<file path="config.mk">
export PLATFORM = sky130hd
export DESIGN_NAME = debounce_enable_flat
export DESIGN_NICKNAME = d
export VERILOG_FILES = /design/src/rtl/debounce_enable_if.sv /design/src/rtl/debounce_enable.sv /design/src/flat_wrapper.sv
export SDC_FILE = /design/constraint.sdc
export NUM_CORES = 1
export LEC_CHECK = 0
export CAP_MARGIN = 20
export CORE_AREA = 2 2 39 41
export DETAILED_ROUTE_END_ITERATION = 12
export DIE_AREA = 0 0 41 43
export PLACE_DENSITY = 0.48
export SLEW_MARGIN = 20
export SYNTH_ARGS = -nofsm -noshare
export SYNTH_HDL_FRONTEND = slang
export SYNTH_SLANG_ARGS = --single-unit
export TNS_END_PERCENT = 10
</file>
<file path="constraint.sdc">
create_clock -name clk -period 3.52 [get_ports clk]
set_input_delay 0.704 -clock clk [delete_from_list [all_inputs] [get_ports clk]]
set_output_delay 0.704 -clock clk [all_outputs]
set_load 0.02 [all_outputs]
</file>
<file path="src/rtl/debounce_enable_if.sv">
// Signal bundle between the noisy-input conditioner and its consumer:
// the raw strobe in, and the clean level, edge pulses and busy flag out.
interface debounce_enable_if;
    logic raw;
    logic level;
    logic rise;
    logic fall;
    logic busy;

    modport master (output raw, input level, input rise, input fall, input busy);
    modport slave  (input raw, output level, output rise, output fall, output busy);
endinterface

</file>
<file path="src/rtl/debounce_enable.sv">
// Synchronises and debounces a noisy asynchronous input, producing a clean
// registered level plus single-cycle rise/fall pulses for an enable flop.
module debounce_enable #(
    parameter int SYNC_STAGES  = 2,
    parameter int CNT_WIDTH    = 4,
    parameter int STABLE_COUNT = 10
) (
    input logic              clk,
    input logic              reset,
    debounce_enable_if.slave bus
);
    typedef enum logic [0:0] {
        ST_IDLE  = 1'b0,
        ST_CHECK = 1'b1
    } state_e;

    localparam logic [CNT_WIDTH-1:0] CNT_ZERO = {CNT_WIDTH{1'b0}};
    localparam logic [CNT_WIDTH-1:0] CNT_ONE  = CNT_WIDTH'(1);
    localparam logic [CNT_WIDTH-1:0] CNT_LAST = CNT_WIDTH'(STABLE_COUNT - 1);

    logic [SYNC_STAGES-1:0] sync_q;
    logic [SYNC_STAGES-1:0] sync_d;
    state_e                 state_q, state_d;
    logic [CNT_WIDTH-1:0]   cnt_q, cnt_d;
    logic                   level_q, level_d;
    logic                   rise_q, rise_d;
    logic                   fall_q, fall_d;
    logic                   raw_s;
    logic                   commit_s;
    logic                   busy_s;

    assign raw_s  = sync_q[SYNC_STAGES-1];
    assign sync_d = {sync_q[SYNC_STAGES-2:0], bus.raw};

    // State register: synchroniser, FSM state, counter and registered outputs
    always_ff @(posedge clk) begin
        if (reset) begin
            sync_q  <= {SYNC_STAGES{1'b0}};
            state_q <= ST_IDLE;
            cnt_q   <= CNT_ZERO;
            level_q <= 1'b0;
            rise_q  <= 1'b0;
            fall_q  <= 1'b0;
        end else begin
            sync_q  <= sync_d;
            state_q <= state_d;
            cnt_q   <= cnt_d;
            level_q <= level_d;
            rise_q  <= rise_d;
            fall_q  <= fall_d;
        end
    end

    // Next-state logic: qualify a candidate change and commit it when stable
    always_comb begin
        state_d  = state_q;
        cnt_d    = cnt_q;
        level_d  = level_q;
        rise_d   = 1'b0;
        fall_d   = 1'b0;
        commit_s = 1'b0;
        case (state_q)
            ST_IDLE: begin
                if (raw_s != level_q) begin
                    // A one-sample qualification commits without entering CHECK
                    if (STABLE_COUNT == 1) begin
                        commit_s = 1'b1;
                    end else begin
                        state_d = ST_CHECK;
                        cnt_d   = CNT_ONE;
                    end
                end else begin
                    cnt_d = CNT_ZERO;
                end
            end
            ST_CHECK: begin
                if (raw_s == level_q) begin
                    state_d = ST_IDLE;
                    cnt_d   = CNT_ZERO;
                end else if (cnt_q == CNT_LAST) begin
                    commit_s = 1'b1;
                end else begin
                    cnt_d = cnt_q + CNT_ONE;
                end
            end
            default: begin
                state_d = ST_IDLE;
                cnt_d   = CNT_ZERO;
            end
        endcase
        if (commit_s) begin
            level_d = raw_s;
            rise_d  = raw_s;
            fall_d  = ~raw_s;
            cnt_d   = CNT_ZERO;
            state_d = ST_IDLE;
        end else begin
            level_d = level_q;
        end
    end

    // Output decode: busy comes from the state register alone
    always_comb begin
        busy_s = 1'b0;
        if (state_q == ST_CHECK) begin
            busy_s = 1'b1;
        end else begin
            busy_s = 1'b0;
        end
    end

    assign bus.level = level_q;
    assign bus.rise  = rise_q;
    assign bus.fall  = fall_q;
    assign bus.busy  = busy_s;
endmodule
</file>
<file path="src/flat_wrapper.sv">
// flat-port wrapper written by rule: the top's interface ports become plain ports
module debounce_enable_flat 
#(
    parameter int SYNC_STAGES  = 2,
    parameter int CNT_WIDTH    = 4,
    parameter int STABLE_COUNT = 10
)
  (clk, reset, bus_raw, bus_level, bus_rise, bus_fall, bus_busy);
  debounce_enable_if bus_i ();
  input logic clk;
  input logic reset;
  input wire logic [$bits(bus_i.raw)-1:0] bus_raw;
  output wire logic [$bits(bus_i.level)-1:0] bus_level;
  output wire logic [$bits(bus_i.rise)-1:0] bus_rise;
  output wire logic [$bits(bus_i.fall)-1:0] bus_fall;
  output wire logic [$bits(bus_i.busy)-1:0] bus_busy;
  assign bus_i.raw = bus_raw;
  assign bus_level = bus_i.level;
  assign bus_rise = bus_i.rise;
  assign bus_fall = bus_i.fall;
  assign bus_busy = bus_i.busy;
  debounce_enable #(.SYNC_STAGES(SYNC_STAGES), .CNT_WIDTH(CNT_WIDTH), .STABLE_COUNT(STABLE_COUNT)) u_core (.clk(clk), .reset(reset), .bus(bus_i));
endmodule
</file>
* Yosys cells after proc, flatten, opt, wreduce, memory -nomap -nowiden
Index checks and enable logic that the tools add are counted.
** Storage, ports and cells
- Register bits after elaboration :: 10
- Input port bits :: 3
- Word-level logic and storage cells :: 27
** Cells by class
- Add/subtract/negate cells :: 1
- Eq/ne operators :: 4
- Mux-type cells :: 11
- Bitwise logic cells :: 3
- Reduce and logical (&&, ||, !) cells :: 2
** Operators by type and width (number)
- 2-to-1 mux 4 bit :: 2
- one-hot mux 4 bit (2 select lines) :: 1
- 2-to-1 mux 1 bit :: 7
- adder 4 x 1 -> 4 bit (second input constant) :: 1
- equality test 4 bit (second input constant) :: 1
- OR reduction 2 bit :: 2
- != test 3 bit (second input constant) :: 1
- inverter 1 bit :: 3
- one-hot mux 1 bit (2 select lines) :: 1
- equality test 1 bit :: 1
- != test 1 bit :: 1

* Longest topological paths before layout
- Word-level depth :: 6
- Gate-level depth with buffers :: 5
- Mapped depth without buffers :: 5

* Worst setup path before layout
OpenSTA, ideal clock, no wires.
- Kind :: reg-to-output
- Start :: register u_core.state_q
- End :: output port bus_busy
- Arrival :: 0.529 ns
- Required time :: 2.816 ns
- Slack :: 2.287 ns
- Stages on the path, launching flop included :: 1
- Path through :: dfxtp_1
** On the way
- Cells in the longest elaborated chain, start to end :: 1
** Ends and longest elaborated chain
- start: declaration :: RTL line debounce_enable.sv:23 : state_e state_q, state_d;
- start signal: assignment :: RTL line debounce_enable.sv:46 : state_q <= state_d;
- 2-to-1 mux 1 bit :: RTL line debounce_enable.sv:105 : if (state_q == ST_CHECK) begin
- end: declaration :: RTL line flat_wrapper.sv:16 : output wire logic [$bits(bus_i.busy)-1:0] bus_busy;
Every way passes these cells.

* Worst setup path after layout
Same ends and word-level chain as after synthesis.

==> flow_summary.yaml <==
sta:
  fin_skew_ns: 0.00102
  report.final.hold_viol_count: 0
  rsz0062_at_grt: "false"
  hold_ws_ns: 0.445
  fmaxAchievable_mhz: 483
  tightest_slew_ns: 0.259
  setup_violations: 0
  period_minus_slack_ns: 2.07
  setup_tns_ns: 0
  maxSlewHeadroom_pct: 82.7
  report.final.slew_viol_count: 0
  layout_worst_path_cycle_share_pct: 58.8
layout:
  post-route-util_pct: 34.5
  nNetsFinal: 46
  syn_to_final_growth_pct: 27.3
  final_cell_mix: "dfxtp_1 (10), clkdlybuf4s50_1 (6), nor2_1 (4)"
  drive_gt1_share_pct: 12.8
  final_cell_area_um2: 478
  fill_cells: 147
  layout_commonest_cell: "dfxtp_1"
  n_antenna_cell: 0
  stdcell_count: 55
power:
  pwr_density_cell_mw_per_mm2: 408
  irDropWorstVdd_mv: 0.211
  p_leak_nw: 0.217
grt:
  grt_start_max_net_pins: 8
  grt_pass1_vias: 244
  grt-ovfl-total: 0
  grt_usage_pct: 9.09
  antenna_found_initial: 0
  grt_pass1_wl_um: 993
synth:
  synth_area_um2: 375
  yosys_warnings: 0
  ys_seq_area_share_pct: 53.3
  synth_seq_cells: 10
  synth_nets: 35
  syn_avg_cell_area_um2: 12.5
  synthDistinctLibCells: 14
  syn_inst: 30
critical_path:
  startpoint_type: "flip-flop"
  arrival_ns: 1.36
  worstPathCellList: "clkdlybuf4s50_1"
  crit_buf_inv: 1
  crit_path_top_delay_cell: "clkdlybuf4s50_1"
  worstSetupEndpointType: "output pin"
  cp_max_fo: 4
  worst_ep_required_time_ns: 2.82
  critPathTopFamily: "buffers and inverters"
  critical_path_class: "reg2out"
  slowest_delay_ns: 0.65
placement:
  dp_hpwl_um: 420
  placed_cells: 52
  place.gp.congestion: 0.611
  dpl_cell_area_um2: 455
  io_buffers: 6
drt:
  ant_nets: 0
  num_vias: 236
  via_per_inst: 4.29
  drt_iter0_markers: 4
  first_pass_iters: 2
  wl_per_cell_um: 9.65
  drc_errors: 0
  wirelength_um: 531
cts:
  cts.sinks: 10
  clk_pin_slew_ns: 0.06
  cts_hold_buf: 0
  clock_latency_ns: 0.25
  ctsResizeCount: 0
  cts_inserted_buffers: 3
  cts_root_buf: "clkbuf_4"
  cts_tree: "done"
  cts_setup_buffers: 0
  cts_max_path_buffers: 2
  htree_levels: 1
floorplanning:
  coreArea_mm2: 0.00138
  rows: 14
  die_h_um: 43
  pin_count: 7
  die_x_um: 41
  die-area_mm2: 0.00176
  start_util_pct: 27.1
status:
  status: "complete, no violations"
worst_hold_path:
  min_path_type: "reg2reg"
run:
  drv_cap: 0
==> per-stage QoR <==
step / power [mW] / setup slack (ns)
CTS: 0.199 / 1.43
global placement: 0.126 / 1.74
detailed placement: 0.126 / 1.72
floorplan: 0.122 / 2.29
global route: 0.209 / 1.38
finish: 0.195 / 1.45
==> report_power, final <==
group / switching (mW) / leakage (nW) / total [mW] / internal, mW
Clock: 0.0322 / 0.0138 / 0.0712 / 0.0391
Sequential: 0.00175 / 0.0811 / 0.117 / 0.115
Combinational: 0.00244 / 0.122 / 0.00694 / 0.00451
==> logic make-up (layout without fill, tap and decap cells) <==
group                    count (synthesis)  after routing  synth area share, %
AO/OA/AOI/OAI                            1              1                 5.00
XOR/XNOR                                 3              3                 7.00
adder cells (fa/ha/maj)                  2              2                 6.67
buffers and inverters                    1             10                0.999
flip-flops                              10             10                 53.3
multiplexers                             1              1                 2.67
AND/OR/NAND/NOR                         12             12                 24.3
==> synth_stat cells (all sizes together) <==
cell type,count,area (µm²)
nand4b,2,32.5
dfxtp,10,200
nor4b,2,17.5
nor2b,2,12.5
xor2,2,17.5
nor2,4,15.0
xnor2,1,8.76
a21boi,1,18.8
nand3,1,5.00
mux2i,1,10.0
and3b,1,8.76
inv,1,3.75
ha,2,25.0
==> final cells by class <==
| type | instances | area [µm²] | share of cell area (%) |
|---|---|---|---|
| Clock buffer | 3 | 22.5 | 4.71 |
| Inverter | 1 | 3.75 | 0.785 |
| Multi-Input combinational cell | 19 | 171 | 35.9 |
| Sequential cell | 10 | 200 | 41.9 |
| Tap cell | 16 | 20.0 | 4.19 |
| Timing Repair Buffer | 6 | 60.1 | 12.6 |
==> metal layers <==
layer	share of wire, %	wire length [µm]	vias to the layer above	track usage, %
li1	-	-	126	-
met1	48	253	101	11.1
met2	45	239	7	10.6
met3	5.3	28	2	3.66
met4	1.9	10	0	10.0
met5	0	0	-	0
==> worst paths after layout <==
path	start	to	slack (ns)	cells after the start
setup reg to reg	u_core.cnt_q[0]	u_core.cnt_q[0]	2.27	4
hold / removal	u_core.sync_q[0]	u_core.sync_q[1]	0.44	1
setup / recovery	u_core.state_q	bus_busy	1.45	1
hold reg to reg	u_core.sync_q[0]	u_core.sync_q[1]	0.44	1
==> sequential cells by signal, summed over array words and instances, names as in the netlist <==
name	cells
u_core.bus.fall	1
u_core.bus.level	1
u_core.bus.rise	1
u_core.cnt_q	4
u_core.state_q	1
u_core.sync_q	2
Power figures use the tool's default switching activity.
